$ cat src/rtl/led_mode_controller.sv
// LED mode controller: debounced mode button steps MIRROR/BLINK/SHIFT/COUNT,
// a free-running tick divider paces the animated modes, LEDs are registered.
module led_mode_controller #(
  parameter int TICK_DIV     = 50000000,
  parameter int DEBOUNCE_CYC = 1000000
) (
  input  logic        clk,
  input  logic        rst_n,
  input  logic [15:0] sw,
  input  logic        btn_mode,
  output logic [15:0] led,
  output logic [1:0]  mode
);

  localparam int DBW = $clog2(DEBOUNCE_CYC + 1);
  localparam int TW  = $clog2(TICK_DIV);
  localparam logic [DBW-1:0] DB_LAST   = DBW'(DEBOUNCE_CYC - 1);
  localparam logic [TW-1:0]  TICK_LAST = TW'(TICK_DIV - 1);

  typedef enum logic [1:0] {
    MIRROR = 2'd0,
    BLINK  = 2'd1,
    SHIFT  = 2'd2,
    COUNT  = 2'd3
  } mode_e;

  logic           sync1_q, sync2_q;
  logic           db_q, db_d, db_prev_q;
  logic [DBW-1:0] dbc_q, dbc_d;
  logic [TW-1:0]  tick_cnt_q, tick_cnt_d;
  mode_e          mode_q, mode_d;
  logic           phase_q, phase_d;
  logic [15:0]    pattern_q, pattern_d;
  logic [15:0]    cnt_q, cnt_d;
  logic [15:0]    led_q, led_d;
  logic           adv;
  logic           tick;

  always_ff @(posedge clk or negedge rst_n) begin
    if (!rst_n) begin
      sync1_q    <= 1'b0;
      sync2_q    <= 1'b0;
      db_q       <= 1'b0;
      db_prev_q  <= 1'b0;
      dbc_q      <= '0;
      tick_cnt_q <= '0;
      mode_q     <= MIRROR;
      phase_q    <= 1'b1;
      pattern_q  <= 16'h0000;
      cnt_q      <= 16'h0000;
      led_q      <= 16'h0000;
    end else begin
      sync1_q    <= btn_mode;
      sync2_q    <= sync1_q;
      db_q       <= db_d;
      db_prev_q  <= db_q;
      dbc_q      <= dbc_d;
      tick_cnt_q <= tick_cnt_d;
      mode_q     <= mode_d;
      phase_q    <= phase_d;
      pattern_q  <= pattern_d;
      cnt_q      <= cnt_d;
      led_q      <= led_d;
    end
  end

  // Counter only runs while the synced level disagrees with the debounced one.
  always_comb begin
    db_d  = db_q;
    dbc_d = '0;
    if (sync2_q != db_q) begin
      if (dbc_q == DB_LAST) begin
        db_d = ~db_q;
      end else begin
        dbc_d = dbc_q + 1'b1;
      end
    end
  end

  assign adv  = db_q & ~db_prev_q;
  assign tick = (tick_cnt_q == TICK_LAST);

  always_comb begin
    mode_d = mode_q;
    if (adv) begin
      case (mode_q)
        MIRROR:  mode_d = BLINK;
        BLINK:   mode_d = SHIFT;
        SHIFT:   mode_d = COUNT;
        default: mode_d = MIRROR;
      endcase
    end
  end

  // A mode change restarts the divider and swallows any coincident tick.
  always_comb begin
    tick_cnt_d = (adv || tick) ? '0 : tick_cnt_q + 1'b1;
    phase_d    = phase_q;
    pattern_d  = pattern_q;
    cnt_d      = cnt_q;
    if (adv) begin
      case (mode_d)
        BLINK:   phase_d   = 1'b1;
        SHIFT:   pattern_d = (sw == 16'h0000) ? 16'h0001 : sw;
        COUNT:   cnt_d     = 16'h0000;
        default: ;
      endcase
    end else if (tick) begin
      case (mode_q)
        BLINK:   phase_d   = ~phase_q;
        SHIFT:   pattern_d = {pattern_q[14:0], pattern_q[15]};
        COUNT:   cnt_d     = cnt_q + 16'h0001;
        default: ;
      endcase
    end
  end

  always_comb begin
    led_d = 16'h0000;
    case (mode_q)
      MIRROR:  led_d = sw;
      BLINK:   led_d = phase_q ? sw : 16'h0000;
      SHIFT:   led_d = pattern_q;
      default: led_d = cnt_q;
    endcase
  end

  assign led  = led_q;
  assign mode = mode_q;

endmodule
$ cat config.mk
export PLATFORM = sky130hd
export DESIGN_NAME = led_mode_controller
export DESIGN_NICKNAME = d
export VERILOG_FILES = /design/src/rtl/led_mode_controller.sv
export SDC_FILE = /design/constraint.sdc
export NUM_CORES = 1
export LEC_CHECK = 0
export CORE_MARGIN = 2
export CORE_UTILIZATION = 48
export DETAILED_ROUTE_END_ITERATION = 8
export GPL_TIMING_DRIVEN = 0
export HOLD_SLACK_MARGIN = 0.1
export PLACE_DENSITY = 0.67
export SYNTH_ARGS = -nofsm -noshare
export SYNTH_HDL_FRONTEND = slang
export SYNTH_SLANG_ARGS = --single-unit
$ cat constraint.sdc
create_clock -name clk -period 2.5 [get_ports clk]
set_input_delay 0.25 -clock clk [delete_from_list [all_inputs] [get_ports clk]]
set_output_delay 0.25 -clock clk [all_outputs]
set_load 0.02 [all_outputs]
==> results of run 1 <==
[repair_timing]
action | CTS | global route
cloned | 0 | 0
endpoints found under the setup margin | 12 | 26
resized for setup | 0 | 4
setup buffers | 1 | 0
hold buffers | 1 | 0
endpoints found under the hold margin | 34 | 0
[metrics by stage]
stage | area, sq um | hold slack (ns) | setup WS, ns
global route | 5870 | 0.266 | 0.0268
floorplan | 5050 | -0.0456 | 0.329
global placement | 5580 | 0.336 | -2.62
CTS | 5870 | 0.284 | 0.0426
finish | 5870 | 0.306 | 0.117
detailed placement | 5610 | 0.241 | -0.0614
[power groups by stage]
stage          clock network, mW  registers, mW  logic, mW
2_1_floorplan                  0           1.71     0.0256
3_3_place_gp                   0           1.69      0.148
3_5_place_dp                   0           1.69      0.155
4_1_cts                     1.27           1.66      0.157
5_1_grt                     1.33           1.66      0.169
6_report                    1.24           1.66      0.153
[area by class of cell]
| class | instances | area share |
|---|---|---|
| clock buffers | 13 | 0.0305 |
| well taps | 136 | 0.0290 |
| multi-input cells | 359 | 0.397 |
| inverters | 17 | 0.0109 |
| flip-flops and latches | 101 | 0.431 |
| plain buffers | 25 | 0.0228 |
| clock inverters | 3 | 0.0111 |
| repair buffers | 39 | 0.0686 |
[flip-flops by register name, indices dropped and copies added, names as in the netlist]
signal	flops
cnt_q	16
db_prev_q	1
db_q	1
dbc_q	20
led	16
mode	2
pattern_q	16
phase_q	1
sync1_q	1
sync2_q	1
tick_cnt_q	26
[kinds of logic (layout without fill, tap and decap cells)]
kind of cell | count (synthesis) | after routing | synth area share
muxes | 2 | 2 | 0.00421
DFF | 101 | 101 | 0.500
buffers and inverters | 43 | 97 | 0.0396
and+or+nand+nor | 200 | 200 | 0.211
AOI/OAI and AO/OA | 110 | 110 | 0.158
adders and majority gates | 8 | 8 | 0.0198
xor gates and xnor gates | 39 | 39 | 0.0676
[layer usage]
metal / GRT usage / vias to the layer above / wire [um]
li1: - / 1912 / -
met1: 0.271 / 2002 / 5100
met2: 0.362 / 97 / 5650
met3: 0.0614 / 18 / 506
met4: 0.0649 / 0 / 182
met5: 0 / - / 0
[cell usage in the layout (no fill, tap or decap), types with 15 or more instances in the layout]
cell / netlist / routed
nor3_1: 16 / 16
clkbuf_1: 16 / 15
clkdlybuf4s50_1: 0 / 35
dfrtp_1: 100 / 100
a22oi_1: 16 / 16
nand2_1: 44 / 44
o21ai_0: 21 / 21
nand3_1: 18 / 18
inv_1: 17 / 17
xnor2_1: 28 / 28
nor2_1: 54 / 54
[path summary, 6_finish.rpt]
check | depth (start not counted) | end | startpoint | slack (ns)
setup / recovery | 7 | pattern_q[3]$_DFFE_PN0P_ | tick_cnt_q[16]$_DFF_PN0_ | 0.12
hold / removal | 1 | sync1_q$_DFF_PN0_ | btn_mode | 0.31
setup reg to reg | 7 | pattern_q[3]$_DFFE_PN0P_ | tick_cnt_q[16]$_DFF_PN0_ | 0.12
hold reg to reg | 0 | sync2_q$_DFF_PN0_ | sync1_q$_DFF_PN0_ | 0.35
max in group asynchronous | 3 | phase_q$_DFFE_PN1P_ | rst_n | 1.44
min in group asynchronous | 2 | pattern_q[13]$_DFFE_PN0P_ | rst_n | 0.35
==> reports/results.tsv, run 1 <==
stage	metric	value	unit
die	die_x	107	um
synthesis	ys_async_sr_fraction	1.00	
placed_design	place_congestion	0.827	
synthesis	synth_common_cells	dfrtp_1, nor2_1, nand2_1	
worst_setup_path	path_buf_inv	2	
grt	grt_pass1_vias	3933	
worst_setup_path	crit_required	2.78	ns
sta	rsz0062_at_grt	false	
synthesis	synth_ff_type	dfrtp_1	
die	die_h	107	um
synthesis	synth_area_leader_cell	dfrtp_1	
worst_setup_path	arrival	2.67	ns
power_and_ir_drop	pwr-share-seq	0.544	
sta	skew	0.0146	ns
cells_and_area	multiInputGateArea	2330	sq um
synthesis	ys_ff_latch	101	
worst_hold_path	holdCritPathClass	input pin to flop	
clock_tree	h-tree-depth	3	
drt	routed_wl	11400	um
worst_setup_path	critPathLaunchType	flop	
synthesis	synth_nets	530	
placed_design	placed_cells	676	
sta	relSlewSlack	0.474	
worst_setup_path	cp_cell_sequence	or4b_4 > nor4_4 > and4_1 > buf_6 > nor2_4 > buf_6 > a21o_1	
cells_and_area	nets	579	
clock_tree	insertion_delay	0.39	ns
synthesis	synth.area.top_cells	dfrtp_1, xnor2_1, nor2_1	
synthesis	synth_edf_count	0	
placed_design	dp_hpwl	7870	um
power_and_ir_drop	switching_power	0.659	mW
worst_setup_path	cp_slowest_cell	or4b_4	
clock_tree	numCtsBuffers	9	
grt	grt_antenna_before_repair	0	
outcome	status	complete, no violations	
power_and_ir_drop	leakagePower	2.63	nW
grt	grt_pass1_wl	19200	um
cells_and_area	diodes	0	
clock_tree	cts_tree	yes	
sta	setup_tns	0	ns
drt	remaining_drc_errors	0	
power_and_ir_drop	p_clk_frac	0.406	
power_and_ir_drop	p_per_area	519	nW/um^2
worst_setup_path	end_kind	flop	
worst_setup_path	critPathKind	flop to flop	
drt	wl_per_cell	16.5	um
die	io_pins	37	
cells_and_area	areaGrowthSynthToFinish	16.2	%
synthesis	synth.most_common_cell	dfrtp_1	
sta	period_needed	2.38	ns
placed_design	io_buffers	36	
run	max_cap_violations	0	
power_and_ir_drop	p_int	2.39	mW
power_and_ir_drop	power_frac_comb	0.050	
synthesis	yosysSeqAreaShare	0.500	
clock_tree	clock_sinks	101	
power_and_ir_drop	finalPower	3.05	mW
synthesis	synth_area	5050	sq um
sta	drv_slew	0	
sta	hold_viol	0	
sta	setup_viol	0	
synthesis	ys_warn_count	0	
grt	grt_start_max_net_pins	68	
drt	via_per_inst	5.81	
cells_and_area	fin_cells	693	
synthesis	yosysTopAreaCellShare	0.495	
die	placementRows	37	
drt	drt_iter0_drc	269	
cells_and_area	layout-drive-gt1-share	0.0808	
drt	firstDrtPassIters	5	
grt	grt_overflow	0	
drt	vias	4029	
cells_and_area	fillers	892	
drt	ant_nets	0	
sta	fin_crit_sh	0.953	
worst_setup_path	crit_family	simple AND/OR/NAND/NOR gates	
sta	worst_pin_slew	0.783	ns
sta	fmax	420	MHz
cells_and_area	utilization	0.571	
synthesis	synth.distinct_cells	61	
synthesis	syn_avg_cell_area	10.0	sq um
worst_setup_path	cpMostUsedCell	buf_6	
clock_tree	clock-root-buffer	clkbuf_8	
power_and_ir_drop	swShare	0.216	
worst_setup_path	crit_path_max_incr_delay	0.56	ns
synthesis	syn_inst	503	
cells_and_area	seqCellArea	2530	sq um
die	initial_core_util	0.492	
die	core	10300	sq um
power_and_ir_drop	peakVddDrop	0.438	mV
worst_setup_path	critPathMaxFanout	10	
clock_tree	clock_path_buffers	2	
grt	grt.total_usage	0.216	
die	die_area	11400	sq um
clock_tree	cts.clk_slew.worst_paths	0.10	ns
No activity file was read; power rests on OpenSTA's default activity.
==> run 2: changes to the inputs <==
--- a/config.mk
+++ b/config.mk
@@ -6,5 +6,4 @@
 export NUM_CORES = 1
 export LEC_CHECK = 0
-export CORE_MARGIN = 2
 export CORE_UTILIZATION = 48
 export DETAILED_ROUTE_END_ITERATION = 8
==> constraint.sdc (replaced) <==
create_clock -name clk -period 2.5 [get_ports clk]
set_input_delay 0.25 -clock clk [delete_from_list [all_inputs] [get_ports clk]]
set_output_delay 0.25 -clock clk [all_outputs]
set_load 0.01 [all_outputs]
==> reports/results.tsv, run 2 (same netlist as run 1, synthesis figures left out) <==
stage	metric	value	unit
outcome	status	complete, no violations	
grt	grt_pass1_wl	19000	um
worst_setup_path	end_kind	flop	
cells_and_area	top_register	tick_cnt_q	
die	initial_core_util	0.492	
clock_tree	cts_tree	yes	
run	max_cap_violations	0	
worst_setup_path	cp_slowest_cell	or4b_4	
drt	remaining_drc_errors	0	
worst_setup_path	r2r_cells	5	
die	die_x	105	um
worst_setup_path	arrival	2.66	ns
clock_tree	clock-root-buffer	clkbuf_8	
worst_setup_path	critPathKind	flop to flop	
clock_tree	clock_sinks	101	
placed_design	dp_hpwl	7890	um
sta	hold_viol	0	
sta	relSlewSlack	0.446	
worst_hold_path	holdCritPathClass	input pin to flop	
drt	wl_per_cell	16.1	um
sta	worst_pin_slew	0.825	ns
worst_setup_path	critPathMaxFanout	8	
grt	grt_overflow	0	
worst_setup_path	path_buf_inv	0	
cells_and_area	final_cell_mix	dfrtp_1, nor2_1, nand2_1, clkdlybuf4s50_1, xnor2_1	
drt	ant_nets	0	
clock_tree	h-tree-depth	3	
placed_design	placed_area	5610	sq um
cells_and_area	nets	579	
sta	fin_crit_sh	0.958	
sta	skew	0.0162	ns
clock_tree	cts.clk_slew.worst_paths	0.09	ns
clock_tree	numCtsBuffers	9	
drt	routed_wl	11200	um
drt	vias	3981	
placed_design	io_buffers	36	
clock_tree	insertion_delay	0.38	ns
power_and_ir_drop	pwr-share-seq	0.598	
cells_and_area	diodes	0	
power_and_ir_drop	p_clk_frac	0.351	
sta	period_needed	2.39	ns
power_and_ir_drop	p_int	2.14	mW
cells_and_area	areaGrowthSynthToFinish	15.1	%
placed_design	place_congestion	0.812	
worst_setup_path	reg2reg_slack	0.11	ns
worst_setup_path	crit_family	simple AND/OR/NAND/NOR gates	
cells_and_area	largest_register_ffs	26	
power_and_ir_drop	finalPower	2.78	mW
sta	drv_slew	0	
die	core	10300	sq um
drt	firstDrtPassIters	5	
die	die_h	105	um
worst_hold_path	whs_path_depth	1	
grt	grt_pass1_vias	3837	
die	die_area	10900	sq um
worst_setup_path	crit_required	2.77	ns
worst_setup_path	reg2reg_to	cnt_q[14]$_DFFE_PN0P_	
grt	grt_start_max_net_pins	55	
sta	setup_tns	0	ns
worst_setup_path	crit_path_max_incr_delay	0.54	ns
power_and_ir_drop	switching_power	0.641	mW
grt	grt.total_usage	0.220	
worst_setup_path	cp_cell_sequence	or4b_4 > nor4_4 > nand4_4 > o311a_1 > a221o_1	
clock_tree	clock_path_buffers	2	
power_and_ir_drop	peakVddDrop	0.404	mV
power_and_ir_drop	leakagePower	2.59	nW
drt	via_per_inst	5.74	
sta	whs	0.310	ns
die	io_pins	37	
cells_and_area	final_common_cell	dfrtp_1	
cells_and_area	layout-drive-gt1-share	0.0790	
cells_and_area	reg_top3	tick_cnt_q: 26 flops, dbc_q: 20 flops	
sta	setup_viol	0	
worst_setup_path	critPathLaunchType	flop	
worst_hold_path	hp-start	btn_mode	
grt	grt_antenna_before_repair	0	
power_and_ir_drop	p_per_area	477	nW/um^2
drt	drt_iter0_drc	229	
worst_hold_path	holdPathEnd	sync1_q$_DFF_PN0_	
sta	fmax	418	MHz
die	placementRows	37	
sta	rsz0062_at_grt	false	
cells_and_area	fillers	940	
worst_setup_path	r2r-start	tick_cnt_q[10]$_DFF_PN0_	
cells_and_area	stdcell_area	5820	sq um
power_and_ir_drop	power_frac_comb	0.052	
power_and_ir_drop	swShare	0.231	
-- run 2: layout make-up --
cell class	count	area [sq um]	share of cell area
plain buffers	25	134	0.0230
clock buffers	13	159	0.0273
clock inverters	3	21.3	0.00366
inverters	17	63.8	0.0110
multi-input cells	359	2340	0.402
flip-flops and latches	101	2530	0.435
well taps	136	170	0.0293
repair buffers	39	403	0.0693
-- run 2: power groups by stage --
stage / combinational [mW] / sequential [mW] / clock (mW)
after floorplan: 0.0256 / 1.70 / 0
after global placement: 0.138 / 1.69 / 0
after detailed placement: 0.144 / 1.69 / 0
after CTS: 0.146 / 1.66 / 0.997
after global routing: 0.158 / 1.66 / 1.07
final: 0.143 / 1.66 / 0.975
-- run 2: routing by layer --
metal,vias to the layer above,track usage,share of wire
met5,-,0,0
met4,0,0.0865,0.017
met3,16,0.0455,0.043
met2,103,0.358,0.49
met1,1946,0.289,0.45
li1,1916,-,-
-- run 2: worst max path at each step --
stage | startpoint | end | slack [ns] | cells past startpoint
floorplan | tick_cnt_q[0]$_DFF_PN0_ | pattern_q[14]$_DFFE_PN0P_ | 0.33 | 9
global placement | rst_n | tick_cnt_q[0]$_DFF_PN0_ | -2.61 | 1
detailed placement | tick_cnt_q[0]$_DFF_PN0_ | pattern_q[4]$_DFFE_PN0P_ | -0.05 | 9
CTS | tick_cnt_q[0]$_DFF_PN0_ | pattern_q[4]$_DFFE_PN0P_ | 0.07 | 10
global route | tick_cnt_q[10]$_DFF_PN0_ | cnt_q[11]$_DFFE_PN0P_ | 0.002 | 5
finish | tick_cnt_q[10]$_DFF_PN0_ | cnt_q[14]$_DFFE_PN0P_ | 0.11 | 5
-- run 2: metrics by stage --
stage | utilization | cells | setup slack, ns
floorplan | - | 503 | 0.329
global placement | 0.543 | 675 | -2.61
detailed placement | 0.546 | 676 | -0.0482
CTS | 0.565 | 694 | 0.0667
global route | 0.566 | 693 | 0.00210
finish | 0.566 | 693 | 0.106
-- run 2: repair_timing --
item	CTS	global route
gates resized for setup	0	5
endpoints found under the hold margin	46	0
endpoints found under the setup margin	13	33
pin swaps	0	1
setup buffers	1	0
hold buffers	1	0
